===== src/rtl/drp_reconf_master.sv =====
`default_nettype none
// ============================================================================
// Module   : drp_reconf_master
// Purpose  : DRP master that walks a loadable (addr, mask, data) table and
//            read-modify-writes each PLL register while holding PLL reset.
// Revision : 1.0 - initial release
// ============================================================================
module drp_reconf_master #(
  parameter int DEPTH        = 23,
  parameter int IDX_W        = 5,
  parameter int DRDY_TIMEOUT = 64,
  parameter int LOCK_TIMEOUT = 4096
) (
  input  logic             DCLK,
  input  logic             RST,
  input  logic             SEN,
  input  logic [IDX_W:0]   NUM_ENTRIES,
  input  logic             TBL_WE,
  input  logic [IDX_W-1:0] TBL_IDX,
  input  logic [6:0]       TBL_ADDR,
  input  logic [15:0]      TBL_MASK,
  input  logic [15:0]      TBL_DATA,
  output logic [6:0]       DADDR,
  output logic             DEN,
  output logic             DWE,
  output logic [15:0]      DI,
  input  logic [15:0]      DO,
  input  logic             DRDY,
  output logic             PLL_RST,
  input  logic             LOCKED,
  output logic             BUSY,
  output logic             SRDY,
  output logic             ERR
);

  localparam int c_CNT_MAX = (DRDY_TIMEOUT > LOCK_TIMEOUT) ? DRDY_TIMEOUT : LOCK_TIMEOUT;
  localparam int c_CNT_W   = $clog2(c_CNT_MAX) + 1;

  localparam logic [c_CNT_W-1:0] c_DRDY_LAST = c_CNT_W'(DRDY_TIMEOUT - 1);
  localparam logic [c_CNT_W-1:0] c_LOCK_LAST = c_CNT_W'(LOCK_TIMEOUT - 1);
  localparam logic [c_CNT_W-1:0] c_GUARD_END = c_CNT_W'(2);
  localparam logic [c_CNT_W-1:0] c_LOCK_MIN  = c_CNT_W'(1);
  localparam logic [IDX_W:0]     c_DEPTH_N   = (IDX_W + 1)'(DEPTH);

  localparam logic [3:0] c_ST_IDLE       = 4'd0;
  localparam logic [3:0] c_ST_ASSERT_RST = 4'd1;
  localparam logic [3:0] c_ST_READ_REQ   = 4'd2;
  localparam logic [3:0] c_ST_READ_WAIT  = 4'd3;
  localparam logic [3:0] c_ST_WRITE_REQ  = 4'd4;
  localparam logic [3:0] c_ST_WRITE_WAIT = 4'd5;
  localparam logic [3:0] c_ST_NEXT       = 4'd6;
  localparam logic [3:0] c_ST_WAIT_LOCK  = 4'd7;
  localparam logic [3:0] c_ST_DONE       = 4'd8;

  logic [3:0]         r_state;
  logic [3:0]         w_next;
  logic               w_fail;
  logic [IDX_W-1:0]   r_idx;
  logic [IDX_W:0]     r_num;
  logic [c_CNT_W-1:0] r_cnt;
  logic [15:0]        r_rdata;
  logic               r_err;

  logic [6:0]  r_tbl_addr [DEPTH];
  logic [15:0] r_tbl_mask [DEPTH];
  logic [15:0] r_tbl_data [DEPTH];

  logic        w_num_ok;
  logic        w_drp_done;
  logic        w_last;
  logic [6:0]  w_entry_addr;
  logic [15:0] w_wdata;

  assign w_num_ok     = (NUM_ENTRIES != '0) && (NUM_ENTRIES <= c_DEPTH_N);
  // The first wait cycle (r_cnt == 1) is a guard cycle; DRDY there is ignored.
  assign w_drp_done   = DRDY && (r_cnt >= c_GUARD_END);
  assign w_last       = ({1'b0, r_idx} == (r_num - 1'b1));
  assign w_entry_addr = r_tbl_addr[r_idx];
  assign w_wdata      = (r_rdata & r_tbl_mask[r_idx]) | r_tbl_data[r_idx];

  always_ff @(posedge DCLK) begin
    if (RST) begin
      r_state <= c_ST_IDLE;
    end else begin
      r_state <= w_next;
    end
  end

  always_comb begin
    w_next = r_state;
    w_fail = 1'b0;
    case (r_state)
      c_ST_IDLE:       if (SEN && w_num_ok) w_next = c_ST_ASSERT_RST;
      c_ST_ASSERT_RST: w_next = c_ST_READ_REQ;
      c_ST_READ_REQ:   w_next = c_ST_READ_WAIT;
      c_ST_READ_WAIT: begin
        if (w_drp_done) begin
          w_next = c_ST_WRITE_REQ;
        end else if (r_cnt == c_DRDY_LAST) begin
          w_next = c_ST_IDLE;
          w_fail = 1'b1;
        end
      end
      c_ST_WRITE_REQ:  w_next = c_ST_WRITE_WAIT;
      c_ST_WRITE_WAIT: begin
        if (w_drp_done) begin
          w_next = c_ST_NEXT;
        end else if (r_cnt == c_DRDY_LAST) begin
          w_next = c_ST_IDLE;
          w_fail = 1'b1;
        end
      end
      c_ST_NEXT:       w_next = w_last ? c_ST_WAIT_LOCK : c_ST_READ_REQ;
      c_ST_WAIT_LOCK: begin
        if (LOCKED && (r_cnt >= c_LOCK_MIN)) begin
          w_next = c_ST_DONE;
        end else if (r_cnt == c_LOCK_LAST) begin
          w_next = c_ST_IDLE;
          w_fail = 1'b1;
        end
      end
      c_ST_DONE:       w_next = c_ST_IDLE;
      default:         w_next = c_ST_IDLE;
    endcase
  end

  always_ff @(posedge DCLK) begin
    if (RST) begin
      r_idx   <= '0;
      r_num   <= '0;
      r_cnt   <= '0;
      r_rdata <= '0;
      r_err   <= 1'b0;
    end else begin
      if ((r_state == c_ST_IDLE) && SEN) begin
        if (w_num_ok) begin
          r_err <= 1'b0;
          r_num <= NUM_ENTRIES;
          r_idx <= '0;
        end else begin
          r_err <= 1'b1;
        end
      end
      if (w_fail) r_err <= 1'b1;
      if ((r_state == c_ST_READ_WAIT) && w_drp_done) r_rdata <= DO;
      if ((r_state == c_ST_NEXT) && !w_last) r_idx <= r_idx + 1'b1;
      // Counter restarts on each strobe and on lock-wait entry so both timeouts share it.
      if ((w_next != r_state) && ((w_next == c_ST_READ_REQ) || (w_next == c_ST_WRITE_REQ) ||
                                  (w_next == c_ST_WAIT_LOCK))) begin
        r_cnt <= '0;
      end else if (r_state != c_ST_IDLE) begin
        r_cnt <= r_cnt + 1'b1;
      end
    end
  end

  always_ff @(posedge DCLK) begin
    if ((r_state == c_ST_IDLE) && TBL_WE && ({1'b0, TBL_IDX} < c_DEPTH_N)) begin
      r_tbl_addr[TBL_IDX] <= TBL_ADDR;
      r_tbl_mask[TBL_IDX] <= TBL_MASK;
      r_tbl_data[TBL_IDX] <= TBL_DATA;
    end
  end

  always_comb begin
    DEN     = 1'b0;
    DWE     = 1'b0;
    DADDR   = '0;
    DI      = '0;
    PLL_RST = 1'b0;
    BUSY    = (r_state != c_ST_IDLE);
    SRDY    = 1'b0;
    ERR     = r_err;
    case (r_state)
      c_ST_ASSERT_RST: PLL_RST = 1'b1;
      c_ST_READ_REQ: begin
        PLL_RST = 1'b1;
        DEN     = 1'b1;
        DADDR   = w_entry_addr;
      end
      c_ST_READ_WAIT: begin
        PLL_RST = 1'b1;
        DADDR   = w_entry_addr;
      end
      c_ST_WRITE_REQ: begin
        PLL_RST = 1'b1;
        DEN     = 1'b1;
        DWE     = 1'b1;
        DADDR   = w_entry_addr;
        DI      = w_wdata;
      end
      c_ST_WRITE_WAIT: begin
        PLL_RST = 1'b1;
        DWE     = 1'b1;
        DADDR   = w_entry_addr;
        DI      = w_wdata;
      end
      c_ST_NEXT:       PLL_RST = 1'b1;
      c_ST_DONE:       SRDY = 1'b1;
      default: ;
    endcase
  end

endmodule
`default_nettype wire


===== config.mk =====
export PLATFORM = sky130hd
export DESIGN_NAME = drp_reconf_master
export DESIGN_NICKNAME = d
export VERILOG_FILES = /design/src/rtl/drp_reconf_master.sv
export SDC_FILE = /design/constraint.sdc
export NUM_CORES = 1
export LEC_CHECK = 0
export ABC_AREA = 1
export CAP_MARGIN = 20
export CORE_ASPECT_RATIO = 1.1
export CORE_MARGIN = 1
export CORE_UTILIZATION = 50
export CTS_CLUSTER_DIAMETER = 200
export CTS_CLUSTER_SIZE = 16
export DETAILED_ROUTE_END_ITERATION = 10
export PLACE_DENSITY = 0.71
export SYNTH_ARGS = -nofsm -noshare
export SYNTH_HDL_FRONTEND = slang
export SYNTH_SLANG_ARGS = --single-unit

===== constraint.sdc =====
create_clock -name DCLK -period 3.7 [get_ports DCLK]
set_input_delay 0.555 -clock DCLK [delete_from_list [all_inputs] [get_ports DCLK]]
set_output_delay 0.555 -clock DCLK [all_outputs]
set_load 0.005 [all_outputs]

# Word-level counts from Yosys, hierarchy flattened
# Memory sizes are Yosys's and may differ from the RTL's. A register that Yosys moved wholly into a read port is not among the register bits.
# Index checks and enable logic that the tools add are counted.
word_totals:
  word_cells: 93
  latch_bits: 0
  mem_count: 3
  out_inout_bits: 29
  mem_bits_ro: 0
  ram_bits: 897
  in_bits: 72
  regBits: 45
mem_list:
  columns: ["memory", "depth", "word_bits", "rd", "rd_clocked_by_memory_dff", "write_ports", "line_no", "source"]
  rows:
  - ["r_tbl_data", 23, 16, 1, 1, 1, "66", "logic [15:0] r_tbl_data [DEPTH];"]
  - ["r_tbl_mask", 23, 16, 1, 1, 1, "65", "logic [15:0] r_tbl_mask [DEPTH];"]
  - ["r_tbl_addr", 23, 7, 1, 1, 1, "64", "logic [6:0] r_tbl_addr [DEPTH];"]
classes:
  div_mod_pow: 0
  eq_ne: 15
  multipliers: 0
  addsub: 3
  order_cmp: 4
  mux: 33
  bitwise_logic: 2
  reduce_logical: 27
  n_shift: 0
op_table:
  columns: ["cell", "n"]
  rows:
  - ["$mux 5", 9]
  - ["$pmux 4 s8", 1]
  - ["$eq 4x3->1 const B", 6]
  - ["$mux 4", 6]
  - ["$and 16x16->16", 1]
  - ["$mux 16", 1]
  - ["$or 16x16->16", 1]
  - ["$add 13x1->13 const B", 1]
  - ["$eq 13x12->1 const B", 1]
  - ["$eq 13x6->1 const B", 1]
  - ["$ge 13x1->1 const B", 1]
  - ["$ge 13x2->1 const B", 1]
  - ["$mux 1", 13]
  - ["$eq 4x2->1 const B", 3]
  - ["$logic_and 1x1->1", 10]
  - ["$reduce_or 2->1", 4]
  - ["$mux 7", 1]
  - ["$eq 5x6->1", 1]
  - ["$le 6x5->1 const B", 1]
  - ["$reduce_bool 2->1", 3]
  - ["$reduce_bool 6->1", 1]
  - ["$reduce_or 6->1", 1]
  - ["$sub 6x1->6 const B", 1]
  - ["$add 5x1->5 const B", 1]
  - ["other kinds (12)", 14]

# Depth between registers and ports, before layout
# Gate-level depths: netlist (run 1).
depth:
  word_depth: 10
  mapped_depth: 17
  mapped_depth_nobuf: 16

# Worst setup path after synthesis (run 1)
# No wires, ideal clock.
synth_path:
  path_type: "flip-flop to flip-flop"
  start: "register r_state[1]"
  end: "memory r_tbl_addr[10][0], enable pin"
  path_slack_ns: 0.488
  stages_incl_launch_ff: 10
  period_less_slack_ns: 3.212
  path_buffers: 0
  setup_time_ns: 0.435
  t_required_ns: 3.265
  arrival_ns: 2.777
  cell_sequence: "dfxtp_1 -> nor2_1 -> nand2_1 -> inv_1 -> nand3_1 -> inv_1 -> o21ai_0 -> nor2_1 -> nand3_1 -> nor2_1"
synth_between:
  elab_chain_len: 5
synth_lines:
  columns: ["item", "line_no", "source"]
  rows:
  - ["start: declaration", "55", "logic [3:0] r_state;"]
  - ["start signal: assignment", "83", "r_state <= c_ST_IDLE;"]
  - ["start signal: assignment", "85", "r_state <= w_next;"]
  - ["$logic_not 4->1", "158", "if ((r_state == c_ST_IDLE) && TBL_WE && ({1'b0, TBL_IDX} < c_DEPTH_N)) begin"]
  - ["$logic_and 1x1->1 (2 in series)", "158", null]
  - ["$mux 1", "158", null]
  - ["$mux 1 (implied by the code)", "159", "r_tbl_addr[TBL_IDX] <= TBL_ADDR;"]
  - ["end: declaration", "64", null]
# No other way between the ends.

==> results of run 1 <==
==> power breakdown <==
group          internal (W)  leakage [nW]  switching, W
sequential           0.0118          8.48     0.0000274
combinational      0.000171          4.20      0.000391
clock               0.00360         0.951       0.00355
==> flip-flops by register name, indices dropped and copies added (netlist names), named ones only <==
signal,count
r_tbl_addr,161
r_cnt,13
r_rdata,16
r_num,6
r_tbl_mask,368
r_tbl_data,368
r_state,4
r_idx,5
ERR,1
==> stage by stage <==
stage               hold slack (ns)  std cells  setup TNS [ns]
global route                  0.496       3907          -0.180
global placement              0.451       3782               0
finish                        0.466       3908               0
CTS                           0.466       3902               0
detailed placement            0.456       3782               0
floorplan                     0.438       2825               0
==> cell usage in the layout (no fill, tap or decap), types with 11 or more instances in the layout <==
cell type | Yosys | final
clkdlybuf4s50_1 | 0 | 100
dfxtp_1 | 50 | 46
a21oi_1 | 87 | 87
o221ai_1 | 136 | 136
xor2_1 | 11 | 11
o21ai_0 | 394 | 394
buf_12 | 0 | 41
a211oi_1 | 16 | 16
inv_1 | 66 | 63
nand3_1 | 104 | 104
buf_4 | 4 | 40
clkbuf_1 | 125 | 31
nand2_1 | 226 | 226
clkbuf_16 | 0 | 75
o22ai_1 | 27 | 27
nor2_4 | 4 | 28
o2111ai_1 | 19 | 19
nor2_2 | 12 | 12
edfxtp_1 | 897 | 897
a31oi_1 | 34 | 27
nor2_1 | 458 | 434
o211ai_1 | 48 | 48
==> path summary, 6_finish.rpt <==
kind	start	endpoint	depth (start not counted)
max	register	DI[14]	10
min	r_num[5]	r_num[5]	2
max reg2reg	r_state[1]	r_tbl_data[18][10]	10
min reg2reg	r_num[5]	r_num[5]	2
==> critical path: stages, from the launching register on <==
cell and delay [ns]:
dfxtp_4 0.43, inv_16 0.19, buf_16 0.25, buf_12 0.22, o21ai_0 0.10, o221ai_1 0.20, nand3_1 0.09, nand2_1 0.11
nand2_1 0.05, a31oi_1 0.23, clkdlybuf4s50_1 0.55
==> timing repair <==
| action | in CTS | in global routing |
|---|---|---|
| hold buffers | 0 | 0 |
| gates resized for setup | 16 | 19 |
| endpoints found under the setup margin | 22 | 22 |
| cloned | 3 | 3 |
| buffers inserted | 9 | 0 |
==> per-layer routing <==
metal	vias up	wire length, um	track usage
met3	238	10100	0.0410
met2	1506	50200	0.448
met5	-	43	0
li1	10778	-	-
met4	8	3740	0.115
met1	12410	39800	0.356
==> area by class of cell <==
cell class,count,area share
clock inverters,5,0.00138
clock buffers,103,0.0451
multi-input cells,1625,0.201
inverters,71,0.00683
repair buffers,200,0.0596
flip-flops and latches,947,0.658
well taps,954,0.0281
diodes,3,0.000177
==> logic make-up after synthesis <==
family,share of synthesized area
buffers and inverters,0.0275
adders and majority gates,0.00168
AOI/OAI and AO/OA,0.127
xor gates and xnor gates,0.00305
and+or+nand+nor,0.0919
DFF,0.749
==> results.md, run 1 <==
- Most frequent cell after synthesis: edfxtp_1
- Power, Total: 0.0195 W
- Row cnt: 104
- Gpl congestion: 0.850
- Max-slew violations: 0
- CTS sink count: 947
- Area occupied by multi-input gates: 0.00855 sq mm
- R2r setup slk: 0.53 ns
- Max Clock Skew: 0.0223 ns
- Register Area: 0.0279 sq mm
- Clk root buf: clkbuf_16
- Sequential area share after synthesis: 0.749
- Largest area contributor in the netlist: edfxtp_1
- Starting Density: 0.507
- Fraction of layout cells with a size suffix above 1: 0.0854
- Finished Cell Area: 0.0425 sq mm
- Vias in the first global route: 24276
- RSZ-0062 raised after global routing: true
- Top_reg_cell synth: edfxtp_1
- Avg Vias per Cell: 6.38
- EDFF count, synth: 897
- DP Area: 0.0401 sq mm
- Core area: 0.0735 sq mm
- Power Density: 460 mW/mm^2
- Fin worst setup slack: 0.0587 ns
- Period utilization: 0.984
- Wirelength per Cell: 26.6 um
- Initial antenna violation count: 9
- Later-pin clock latency in the skew report: 0.62 ns
- Post-Syn Area: 0.0373 sq mm
- Post-synth ARST share: 0
- Total grt overflow: 0
- Top fanout value on the critical path: 47
- Slew margin rel.: 0.410
- Pleak: 13.6 nW
- Post-synthesis instance total: 2825
- Status: completed
- Top cell type's share of synthesized area: 0.722
- Mapped Avg Cell Area: 13.2 sq um
- DRC errors left: 0
- Die Y-Extent: 288 um
- Syn Nets: 2902
- Crit end category: output port
- Worst Setup Start Kind: register
- First-pass GRT wire length: 152000 um
- Peak supply drop: 0.327 mV
- Critical path arrival: 3.09 ns
- Clk slew on worst S/H paths: 0.07 ns
- Post-layout util: 0.578
- Number of synthesized register bits: 947
- Nets: 2991
- Via count: 24940
- Total GRT Usage: 0.269
- TritonCTS buffer count: 69
- Area grow syn2layout: 14.0%
- Placed wire-length estimate: 53700 um
- Die X: 262 um
- # IOs: 101
- Cell variety after synth: 38
- Worst Hold Class: reg -> reg
- DR pass1 iterations: 6
- Worst EP required: 3.14 ns
- Clock H-tree levels: 3
- Initial drt markers: 3413
- Largest cells by area after synthesis: edfxtp_1, o21ai_0, nor2_1
- Final hold violation count: 0
- CTS tree: yes
- CP Class: reg -> out
- Least-Margin Pin Slew: 0.882 ns
- Max Cap Viol: 0
- Area of the die: 0.0757 sq mm
- Port Buffers: 100
- Synthesis Warnings: 0
- Total routed wirelength: 104000 um
- Min Tclk post-route: 3.64 ns
- CTS Buffer Depth: 3
- Number of routed nets with antenna violations: 0
- Pin count of the biggest net entering global routing: 91
- Setup violators final: 0
- Fillers: 5497
- Max Fclk: 275 MHz
- Pre-CTS WS: 0.377 ns
- Commonest cells in the netlist: edfxtp_1, nor2_1, o21ai_0
Power figures use the tool's default switching activity.
==> run 2: changes to the inputs <==
- CORE_UTILIZATION: 50 -> 45
- PLACE_DENSITY: 0.71 -> 0.65
==> run 2 against run 1 <==
- worst hold slack better by 0.013 ns
- count of clock-buffer cells in the layout is 6 lower
- sequential share of layout area is 0.68 points lower
- setup slack worse by 0.020 ns
- combinational power hardly changed
- first-iteration DRC count is 6.7% lower
- critical path type unchanged
- critical endpoint is now DI[12]
- largest cell class unchanged
==> results.md, run 2 (synthesized netlist as in run 1, its figures left out) <==
- DRC errors left: 0
- # IOs: 101
- Clock H-tree levels: 3
- DR pass1 iterations: 6
- Initial antenna violation count: 8
- Post-CTS Hold Buffers: 0
- Total GRT Usage: 0.245
- Initial drt markers: 3184
- Period utilization: 0.989
- Max Cap Viol: 0
- Worst Hold Class: reg -> reg
- Later-pin clock latency in the skew report: 0.64 ns
- Clk slew on worst S/H paths: 0.07 ns
- Uppermost routed layer: met5
- Die Y-Extent: 304 um
- First-pass GRT wire length: 154000 um
- Port Buffers: 100
- CTS sink count: 947
- Crit end category: output port
- Setup violators final: 0
- CTS tree: yes
- Power Density: 452 mW/mm^2
- Peak supply drop: 0.369 mV
- Min Tclk post-route: 3.66 ns
- Core area: 0.0819 sq mm
- Area grow syn2layout: 15.2%
- CP Class: reg -> out
- Max-slew violations: 0
- Fin worst setup slack: 0.0390 ns
- Least-Margin Pin Slew: 1.01 ns
- Biggest regs: r_tbl_data x368, r_tbl_mask x368, r_tbl_addr x161
- Power, Total: 0.0194 W
- Row cnt: 110
- Pin count of the biggest net entering global routing: 75
- Fillers: 6628
- Number of routed nets with antenna violations: 0
- Avg Vias per Cell: 6.19
- Status: completed
- Starting Density: 0.455
- Via count: 24945
- Most frequent cells in the layout: edfxtp_1, nor2_1, o21ai_0, nand2_1, o221ai_1
- Slew margin rel.: 0.329
- Area of the die: 0.0840 sq mm
- Area occupied by multi-input gates: 0.00861 sq mm
- RSZ-0062 raised after global routing: true
- WL met3: 10000 um
- Critical path arrival: 3.11 ns
- Pleak: 13.8 nW
- Worst Setup Start Kind: register
- Total grt overflow: 0
- Final hold violation count: 0
- Setup TNS: 0 ns
- Pre-CTS WS: 0.496 ns
- Max Clock Skew: 0.0225 ns
- Max Fclk: 273 MHz
- Die X: 276 um
- Vias in the first global route: 23904
- Gpl congestion: 0.848
- Wirelength per Cell: 26.4 um
- Register Area: 0.0279 sq mm
- Met2 WL: 51200 um
- Fraction of layout cells with a size suffix above 1: 0.0931
- Routed metal-1 wire length: 42300 um
- TritonCTS buffer count: 69
- Placed wire-length estimate: 56100 um
- Commonest non-fill, non-tap cell in the layout: edfxtp_1
- Nets: 3012
- Clk root buf: clkbuf_16
- Top fanout value on the critical path: 36
- Total routed wirelength: 107000 um
- CTS Buffer Depth: 3
- Worst EP required: 3.14 ns
==> run 2: cell type report <==
cell class                 count  area share
timing repair buffer         220      0.0651
timing repair inverter         1    0.000262
multi-input combinational   1625       0.200
sequential                   947       0.651
clock inverter                 5     0.00163
tap                         1064      0.0310
inverter                      71     0.00755
antenna                        1   0.0000583
clock buffer                  97      0.0431
==> run 2: critical path: stages, from the launching register on <==
cell and delay, ns:
dfxtp_4 0.53, buf_12 0.21, buf_16 0.21, buf_6 0.18, o21ai_0 0.10, o221ai_1 0.27, nand3_1 0.17, a31oi_2 0.25
clkdlybuf4s50_1 0.53
==> run 2: repair_timing <==
item                                    in CTS  in global routing
buffers inserted                             4                  9
resized for setup                           20                 39
pin swaps                                    0                  3
cloned                                       1                  7
endpoints found under the setup margin      21                 21
==> run 2: worst paths after layout <==
kind,startpoint,to,slack (ns),cells after the start
setup / recovery,register,DI[12],0.04,8
hold / removal,r_num[5],r_num[5],0.48,2
setup reg to reg,r_state[1],r_tbl_mask[16][4],0.60,10
hold reg to reg,r_num[5],r_num[5],0.48,2
==> run 2: stage by stage <==
step	cells	hold WS [ns]	utilization	instance area (sq um)
floorplan	2825	0.438	-	37300
global placement	3907	0.459	0.494	40400
detailed placement	3907	0.461	0.494	40400
CTS	4014	0.471	0.519	42500
global route	4031	0.497	0.524	42900
finish	4031	0.478	0.524	42900
==> run 2: routing by layer <==
layer  global-route usage  vias to the layer above
met2                0.401                     1387
met5                    0                        -
li1                     -                    10807
met3               0.0402                      208
met4               0.0809                        6
met1                0.334                    12537
==> run 2: power breakdown <==
part	internal, W	switching (W)	leakage (nW)	total [W]
sequential	0.0118	0.0000271	8.48	0.0118
combinational	0.000174	0.000388	4.38	0.000562
clock	0.00350	0.00354	0.927	0.00704
